<file path="src/rtl/wfifo_ingress.sv">
// -----------------------------------------------------------------------------
// wfifo_ingress
//
// Write-side ingress stage of the async FIFO, in the write clock domain,
// sitting directly upstream of wptr_full. It converts a valid/ready producer
// stream into the FIFO write port (winc/wdata).
//
// The full flag from wptr_full is registered, and in_ready is registered here
// as well. That gives the producer one cycle of backpressure latency. A
// 2-entry skid buffer (head h, tail t) absorbs the word that can still arrive
// during that cycle, so no word is lost or duplicated.
//
// Ports
//   wclk        in   1           write-domain clock
//   rst_n       in   1           asynchronous, active-low reset
//   in_valid    in   1           producer word valid
//   in_data     in   DATA_WIDTH  producer word
//   in_ready    out  1           registered; a word is accepted on the edge
//                                where in_valid & in_ready
//   full        in   1           registered full flag from wptr_full
//   winc        out  1           FIFO write strobe; word written on the edge
//                                where it is high
//   wdata       out  DATA_WIDTH  FIFO write data, valid whenever winc = 1
//
// Optional build macro: WFIFO_INGRESS_STATS_EN
//   When defined, two saturating 16-bit statistics counters are added:
//   wr_count     out 16  number of words written (edges with winc = 1)
//   stall_count  out 16  number of cycles with a buffered word but full = 1
//   The datapath is the same whether or not the macro is defined.
// -----------------------------------------------------------------------------
module wfifo_ingress #(
    parameter int DATA_WIDTH = 8
) (
    input  logic                  wclk,
    input  logic                  rst_n,
    input  logic                  in_valid,
    input  logic [DATA_WIDTH-1:0] in_data,
    output logic                  in_ready,
    input  logic                  full,
    output logic                  winc,
    output logic [DATA_WIDTH-1:0] wdata
`ifdef WFIFO_INGRESS_STATS_EN
    ,
    output logic [15:0]           wr_count,
    output logic [15:0]           stall_count
`endif
);

    // Occupancy of the skid buffer. EMPTY holds no word, ONE holds h, and
    // TWO holds h followed by t.
    typedef enum logic [1:0] {
        ST_EMPTY = 2'd0,
        ST_ONE   = 2'd1,
        ST_TWO   = 2'd2
    } state_e;

    state_e                state_q,    state_d;
    logic [DATA_WIDTH-1:0] h_q,        h_d;
    logic [DATA_WIDTH-1:0] t_q,        t_d;
    logic                  in_ready_q, in_ready_d;

    logic push;
    logic pop;

    // -------------------------------------------------------------------------
    // Handshake decode
    // -------------------------------------------------------------------------
    // winc is built from registered state and the registered full flag only.
    // It therefore never combines with in_valid, and it can never be high
    // while full is high, whatever gating wptr_full applies downstream.
    assign winc     = (state_q != ST_EMPTY) && !full;
    assign wdata    = h_q;
    assign in_ready = in_ready_q;

    assign push = in_valid && in_ready_q;
    assign pop  = winc;

    // -------------------------------------------------------------------------
    // Next-state logic
    // -------------------------------------------------------------------------
    // NOTE: every signal driven here gets a default at the top of the block.
    // Any path that skips an assignment would otherwise infer a latch.
    always_comb begin
        state_d = state_q;
        h_d     = h_q;
        t_d     = t_q;

        case (state_q)
            ST_EMPTY: begin
                if (push) begin
                    state_d = ST_ONE;
                    h_d     = in_data;
                end
            end

            ST_ONE: begin
                if (push && pop) begin
                    // h leaves on this edge and is replaced by the new word.
                    h_d = in_data;
                end else if (push) begin
                    // The word that arrives during the backpressure cycle
                    // lands in the skid entry.
                    state_d = ST_TWO;
                    t_d     = in_data;
                end else if (pop) begin
                    state_d = ST_EMPTY;
                end
            end

            ST_TWO: begin
                // in_ready_q is low throughout TWO, so push cannot occur here.
                if (pop) begin
                    state_d = ST_ONE;
                    h_d     = t_q;
                end
            end

            default: begin
                state_d = ST_EMPTY;
            end
        endcase

        // in_ready is taken from the next state. The producer therefore sees
        // backpressure in the same cycle that the buffer becomes full, and
        // the skid entry is always free while in_ready is high.
        in_ready_d = (state_d != ST_TWO);
    end

    // -------------------------------------------------------------------------
    // State registers
    // -------------------------------------------------------------------------
    // NOTE: sequential state uses non-blocking assignments only. Every
    // register then samples its pre-edge value, whatever the order of the
    // statements below.
    //
    // NOTE: the data registers h/t are reset as well as the control state.
    // This keeps wdata at a defined 0 out of reset and clears any word that
    // was buffered when reset was asserted.
    always_ff @(posedge wclk or negedge rst_n) begin
        if (!rst_n) begin
            state_q    <= ST_EMPTY;
            h_q        <= '0;
            t_q        <= '0;
            in_ready_q <= 1'b0;
        end else begin
            state_q    <= state_d;
            h_q        <= h_d;
            t_q        <= t_d;
            in_ready_q <= in_ready_d;
        end
    end

`ifdef WFIFO_INGRESS_STATS_EN
    // -------------------------------------------------------------------------
    // Statistics counters (saturating; they hold at all-ones and never wrap)
    // -------------------------------------------------------------------------
    logic [15:0] wr_count_q,    wr_count_d;
    logic [15:0] stall_count_q, stall_count_d;
    logic        stall;

    // A stall is a cycle with a word ready to go that wptr_full refuses.
    assign stall = (state_q != ST_EMPTY) && full;

    always_comb begin
        wr_count_d    = wr_count_q;
        stall_count_d = stall_count_q;
        if (pop && (wr_count_q != 16'hFFFF)) begin
            wr_count_d = wr_count_q + 16'd1;
        end
        if (stall && (stall_count_q != 16'hFFFF)) begin
            stall_count_d = stall_count_q + 16'd1;
        end
    end

    always_ff @(posedge wclk or negedge rst_n) begin
        if (!rst_n) begin
            wr_count_q    <= '0;
            stall_count_q <= '0;
        end else begin
            wr_count_q    <= wr_count_d;
            stall_count_q <= stall_count_d;
        end
    end

    assign wr_count    = wr_count_q;
    assign stall_count = stall_count_q;
`endif

endmodule

</file>
<file path="config.mk">
export PLATFORM = sky130hd
export DESIGN_NAME = wfifo_ingress
export DESIGN_NICKNAME = d
export VERILOG_FILES = /design/src/rtl/wfifo_ingress.sv
export SDC_FILE = /design/constraint.sdc
export NUM_CORES = 1
export LEC_CHECK = 0
export CAP_MARGIN = 20
export CORE_MARGIN = 2
export CORE_UTILIZATION = 28
export CTS_BUF_LIST = sky130_fd_sc_hd__clkbuf_8
export CTS_CLUSTER_SIZE = 12
export DETAILED_ROUTE_END_ITERATION = 7
export GPL_TIMING_DRIVEN = 0
export PLACE_DENSITY_LB_ADDON = 0.1
export SYNTH_ARGS = -nofsm -noshare
export SYNTH_HDL_FRONTEND = slang
export SYNTH_SLANG_ARGS = --single-unit
</file>
<file path="constraint.sdc">
create_clock -name wclk -period 1.45 [get_ports wclk]
set_input_delay 0.29 -clock wclk [delete_from_list [all_inputs] [get_ports wclk]]
set_output_delay 0.29 -clock wclk [all_outputs]
set_load 0.02 [all_outputs]
</file>
After elaboration in Yosys (flattened, before gate mapping). Index checks and enable logic that the tools add are counted.

Register bits: 19. Latch bits: 0. Bits in writable memories: 0. Memory bits (read-only): 0. Memories: 0.

$add $sub $neg: 0. Multipliers: 0. Divide/modulo/power cells: 0. Magnitude comparators: 0. Equal/unequal tests: 6. Shifts and indexed selects: 0. Muxes and demuxes: 10. Bitwise operators: 1. Reductions and logical operators: 9.

Operator list (count): 8-bit 2-to-1 mux (3); 8-bit case mux with 3 select lines (1); 2-bit 2-to-1 mux (5); 2-bit != test, second input constant (4); 2-bit case mux with 3 select lines (1); 4-bit AND reduction (1); 1-bit logical AND (3); 3-bit AND reduction (1); 3-bit nonzero test (1); 2-bit by 1-bit equality test with 1-bit output, second input constant (1); 2-bit equality test, second input constant (1); 2-bit logical NOT (1); 2-bit nonzero test (1); 1-bit logical NOT (1); 1-bit inverter (1).

Longest topological paths before layout.
Word-level depth: 7. Depth in mapped cells: 4. Mapped depth without buffers: 3.

Worst setup path after synthesis. Ideal clock, no wire load.

Path type: register to register. From: reg in_ready_q (netlist: in_ready). To: reg h_q[0] (netlist: wdata[0]). Arrival: 1.404 ns. Required time: 1.325 ns. Slack: -0.079 ns. Stages on the path, launching flop included: 5. Buffers on the path: 1. Clock period less this slack: 1.529 ns. Path through: dfrtp_1 -> and2_0 -> a221o_1 -> buf_6 -> mux2_4.

Longest elaborated chain between the ends: 4. Elaborated cells between the ends (all ways): 5.

RTL lines: start: declaration (RTL line 60) `logic in_ready_q, in_ready_d;`; start signal: assignment (RTL line 149) `in_ready_q <= in_ready_d;`; 1-bit logical AND (*) (RTL line 75) `assign push = in_valid && in_ready_q;`; 1-bit logical AND (RTL line 97) `if (push && pop) begin`; 2-bit != test (no line); 4-bit AND reduction (no line) (*); end signal: assignment (RTL line 142) `h_q <= '0;`; end signal: assignment (RTL line 147) `h_q <= h_d;`; end: declaration (RTL line 58) `logic [DATA_WIDTH-1:0] h_q, h_d;`.

Mark *: on every way between the ends. The rest lies on a longest branch, timed or not. A chain may end at the register's enable or synchronous reset.

Worst setup path after layout.
From: reg state_q[1]. To: reg h_q[3] (netlist: wdata[3]).

Longest elaborated chain between the ends: 5. Elaborated cells between the ends (all ways): 12.

RTL lines: start: declaration (RTL line 57) `state_e state_q, state_d;`; start signal: assignment (RTL line 146) `state_q <= state_d;`; 2-bit nonzero test (RTL line 71) `assign winc = (state_q != ST_EMPTY) && !full;`; 1-bit logical AND (RTL line 71); 1-bit logical AND (RTL line 97); 2-bit != test (no line); 4-bit AND reduction (no line).

Several ways; a longest one is shown, not always the timed one.

==> flow_summary_export.csv <==
group,metric,value,unit
sta,layout_setup_ws,-0.0332,ns
clock_network,clockRootBuffer,"clkbuf_8",
setup_path,crit_buf_inv,1,
power_and_ir_drop,powerDensity,1900,nW/um^2
drt,highest_layer,"met4",
clock_network,cts-hold-fix-buffers,0,
grt,grt_first_pass_wirelength,2.95,mm
clock_network,cts_tree,"built",
drt,vias_per_cell,4.22,
drt,wl_per_cell,13.0,um
setup_path,crit_family,"flip-flops",
sta,finalMaxSlewViolations,0,
drt,wirelength,1.72,mm
drt,route.met3.wl,77,um
setup_path,critPathCaptureType,"flop",
power_and_ir_drop,p_clk_share,14.9,%
sta,fin_skew,0.00212,ns
setup_path,cp_slowest_cell,"dfrtp_2",
drt,antenna_left,0,
setup_path,worstPathRequired,1.59,ns
floorplanning,rows,20,
drt,vias,557,
clock_network,clk_latency,0.25,ns
power_and_ir_drop,leakagePower,0.548,nW
finish,final_area,1250,um^2
place,numPortBuffers,21,
floorplanning,die_h,61.1,um
setup_path,max_stage_delay,0.44,ns
drt,dr.pass1.iters,2,
sta,worst_pin_slew,0.851,ns
grt,antenna_found_initial,0,
synth,syn_inst,60,
grt,grt_start_max_net_pins,20,
job,cap_violations,0,
finish,fin_nets,101,
sta,finalCritPeriodShare,102,%
synth,yosys_register_bits,19,
drt,wl_met2,790,um
power_and_ir_drop,intPower,1.60,mW
synth,synth_fp_nets,72,
sta,max_freq,0.674,GHz
place,place_congestion,0.718,
run_status,status,"complete, but fails checks",
clock_network,clock-sinks,19,
synth,seq_area_frac_synth,52.1,%
setup_path,worstPathCellList,"nor4bb_2 > a221o_1 > buf_6 > mux2_4",
sta,hold_viol,0,
synth,synth.distinct_cells,18,
power_and_ir_drop,combPwrFrac,45.9,%
clock_network,path_clk_slew,0.07,ns
clock_network,numCtsBuffers,3,
finish,area_growth,37.0,%
finish,n_antenna_cell,0,
sta,rsz0062_at_grt,"yes",
setup_path,arrival,1.62,ns
drt,drc,0,
place,placed_cell_area,1180,um^2
drt,drt-initial-drc-count,27,
grt,grt_usage,11.1,%
sta,tns,-0.241,ns
drt,met1_length,820,um
setup_path,crit_fanout,8,
hold_path,min_path_type,"flop to flop",
sta,finalSetupViolations,8,
synth,synth.avg_cell_area,15.2,um^2
power_and_ir_drop,p_switching,0.777,mW
grt,grt_pass1_vias,634,
setup_path,critical_path_class,"flop to flop",
floorplanning,die_w,61.1,um
clock_network,cts.htree.levels,1,
run_status,violations,"negative setup slack",
power_and_ir_drop,peakVddDrop,0.000609,V
floorplanning,pin_count,22,
finish,drive_gt1_share,45.5,%
power_and_ir_drop,power_frac_seq,39.2,%
power_and_ir_drop,swShare,32.7,%
synth,yosysWarnings,0,
sta,period_needed,1.48,ns
floorplanning,dieArea,3730,um^2
setup_path,startpoint_type,"flop",
place,dp_slack,-0.554,ns
place,place_hpwl,1.15,mm
floorplanning,core-area,3080,um^2
clock_network,cts_buffer_depth,2,
floorplanning,start_util,29.6,%
sta,slew_headroom,43.1,%
grt,grt_overflow_total,0,
synth,synth.cell_area,912,um^2
final timing paths:
| kind | startpoint | endpoint | slack, ns | cells past startpoint |
|---|---|---|---|---|
| worst max-delay path | state_q[1] | wdata[3] | -0.03 | 4 |
| worst min-delay path | t_q[6] | t_q[6] | 0.48 | 1 |
| worst max register to register | state_q[1] | wdata[3] | -0.03 | 4 |
| worst min register to register | t_q[6] | t_q[6] | 0.48 | 1 |
| max in group asynchronous | rst_n | state_q[1] | 0.35 | 1 |
| min in group asynchronous | rst_n | wdata[4] | 0.52 | 1 |
layer usage:
metal	track usage [%]	up-vias
li1	-	270
met1	14.5	271
met2	16.7	12
met3	2.10	4
met4	7.45	0
met5	0	-
worst reg2reg max path, delay by kind of cell (launching register included):
kind,cells,cell delay (ns)
and+or+nand+nor,1,0.27
DFF,1,0.44
muxes,1,0.31
buffers and inverters,1,0.17
AOI/OAI and AO/OA,1,0.18
cells by family (layout without fill, tap and decap cells):
group,after synthesis,count (layout),synth area share (%)
AO/OA/AOI/OAI,5,5,3.84
buffers and inverters,3,31,2.88
flip-flops,19,19,52.1
multiplexers,25,25,34.2
AND/OR/NAND/NOR,8,8,7.00
flip-flops by register name (all words and copies together), names as in the netlist:
register and count:
in_ready 1, state_q 2, t_q 8, wdata 8
stage by stage:
stage | cells | power (mW) | util, % | hold slack, ns
after floorplan | 60 | 1.68 | - | -0.00559
after global placement | 125 | 2.08 | 38.4 | 0.463
after detailed placement | 125 | 2.10 | 38.4 | 0.473
after CTS | 132 | 2.42 | 40.8 | 0.489
after global routing | 132 | 2.54 | 40.6 | 0.512
final | 132 | 2.38 | 40.6 | 0.483
layout make-up:
cell class                 instances  area, um^2
fill                             312        1830
clock inverter                     1        3.75
tap                               44        55.1
clock buffer                       3        41.3
multi-input combinational         38         419
sequential                        19         478
inverter                           1        3.75
buffer                             2        22.5
timing repair buffer              24         226
synth_stat cells, drive strengths merged:
master	n	area share, %
a21o	1	0.82
a21oi	1	0.55
a221o	1	1.1
a22oi	1	0.82
and2	1	0.69
buf	2	2.5
dfrtp	19	52
inv	1	0.41
mux2	25	34
nand2	2	0.82
nor2	2	1.1
nor2b	1	1.5
nor3	1	1.8
nor4bb	1	1.1
o21ai	1	0.55
power by group through the flow:
stage | clock, mW | combinational, mW | sequential [mW]
after floorplan | 0 | 0.606 | 1.08
after global placement | 0 | 1.15 | 0.935
after detailed placement | 0 | 1.15 | 0.948
after CTS | 0.369 | 1.12 | 0.932
after global routing | 0.393 | 1.17 | 0.974
final | 0.354 | 1.09 | 0.932
what timing repair did:
action,in CTS,in global routing
pin swaps,2,0
gates resized for setup,15,1
setup endpoints to repair,27,10
gates cloned,0,0
buffers inserted,3,0
hold endpoints to repair,0,0
cells in the final DEF (no fill, tap or decap):
cell / count
a221o_1: 1
a21oi_1: 1
inv_1: 1
clkdlybuf4s50_1: 9
nor2_1: 1
nor4bb_2: 1
nor2b_4: 1
mux2_1: 2
inv_2: 1
buf_12: 1
buf_6: 2
a22oi_1: 1
clkbuf_8: 3
mux2_2: 15
nand2_1: 2
a21o_1: 1
mux2_4: 8
o21ai_0: 1
and2_4: 1
dfrtp_2: 2
dlygate4sd2_1: 11
dfrtp_1: 17
clkbuf_2: 1
nor3_4: 1
nor2_2: 1
buf_4: 2
(Power assumes the default switching activity.)
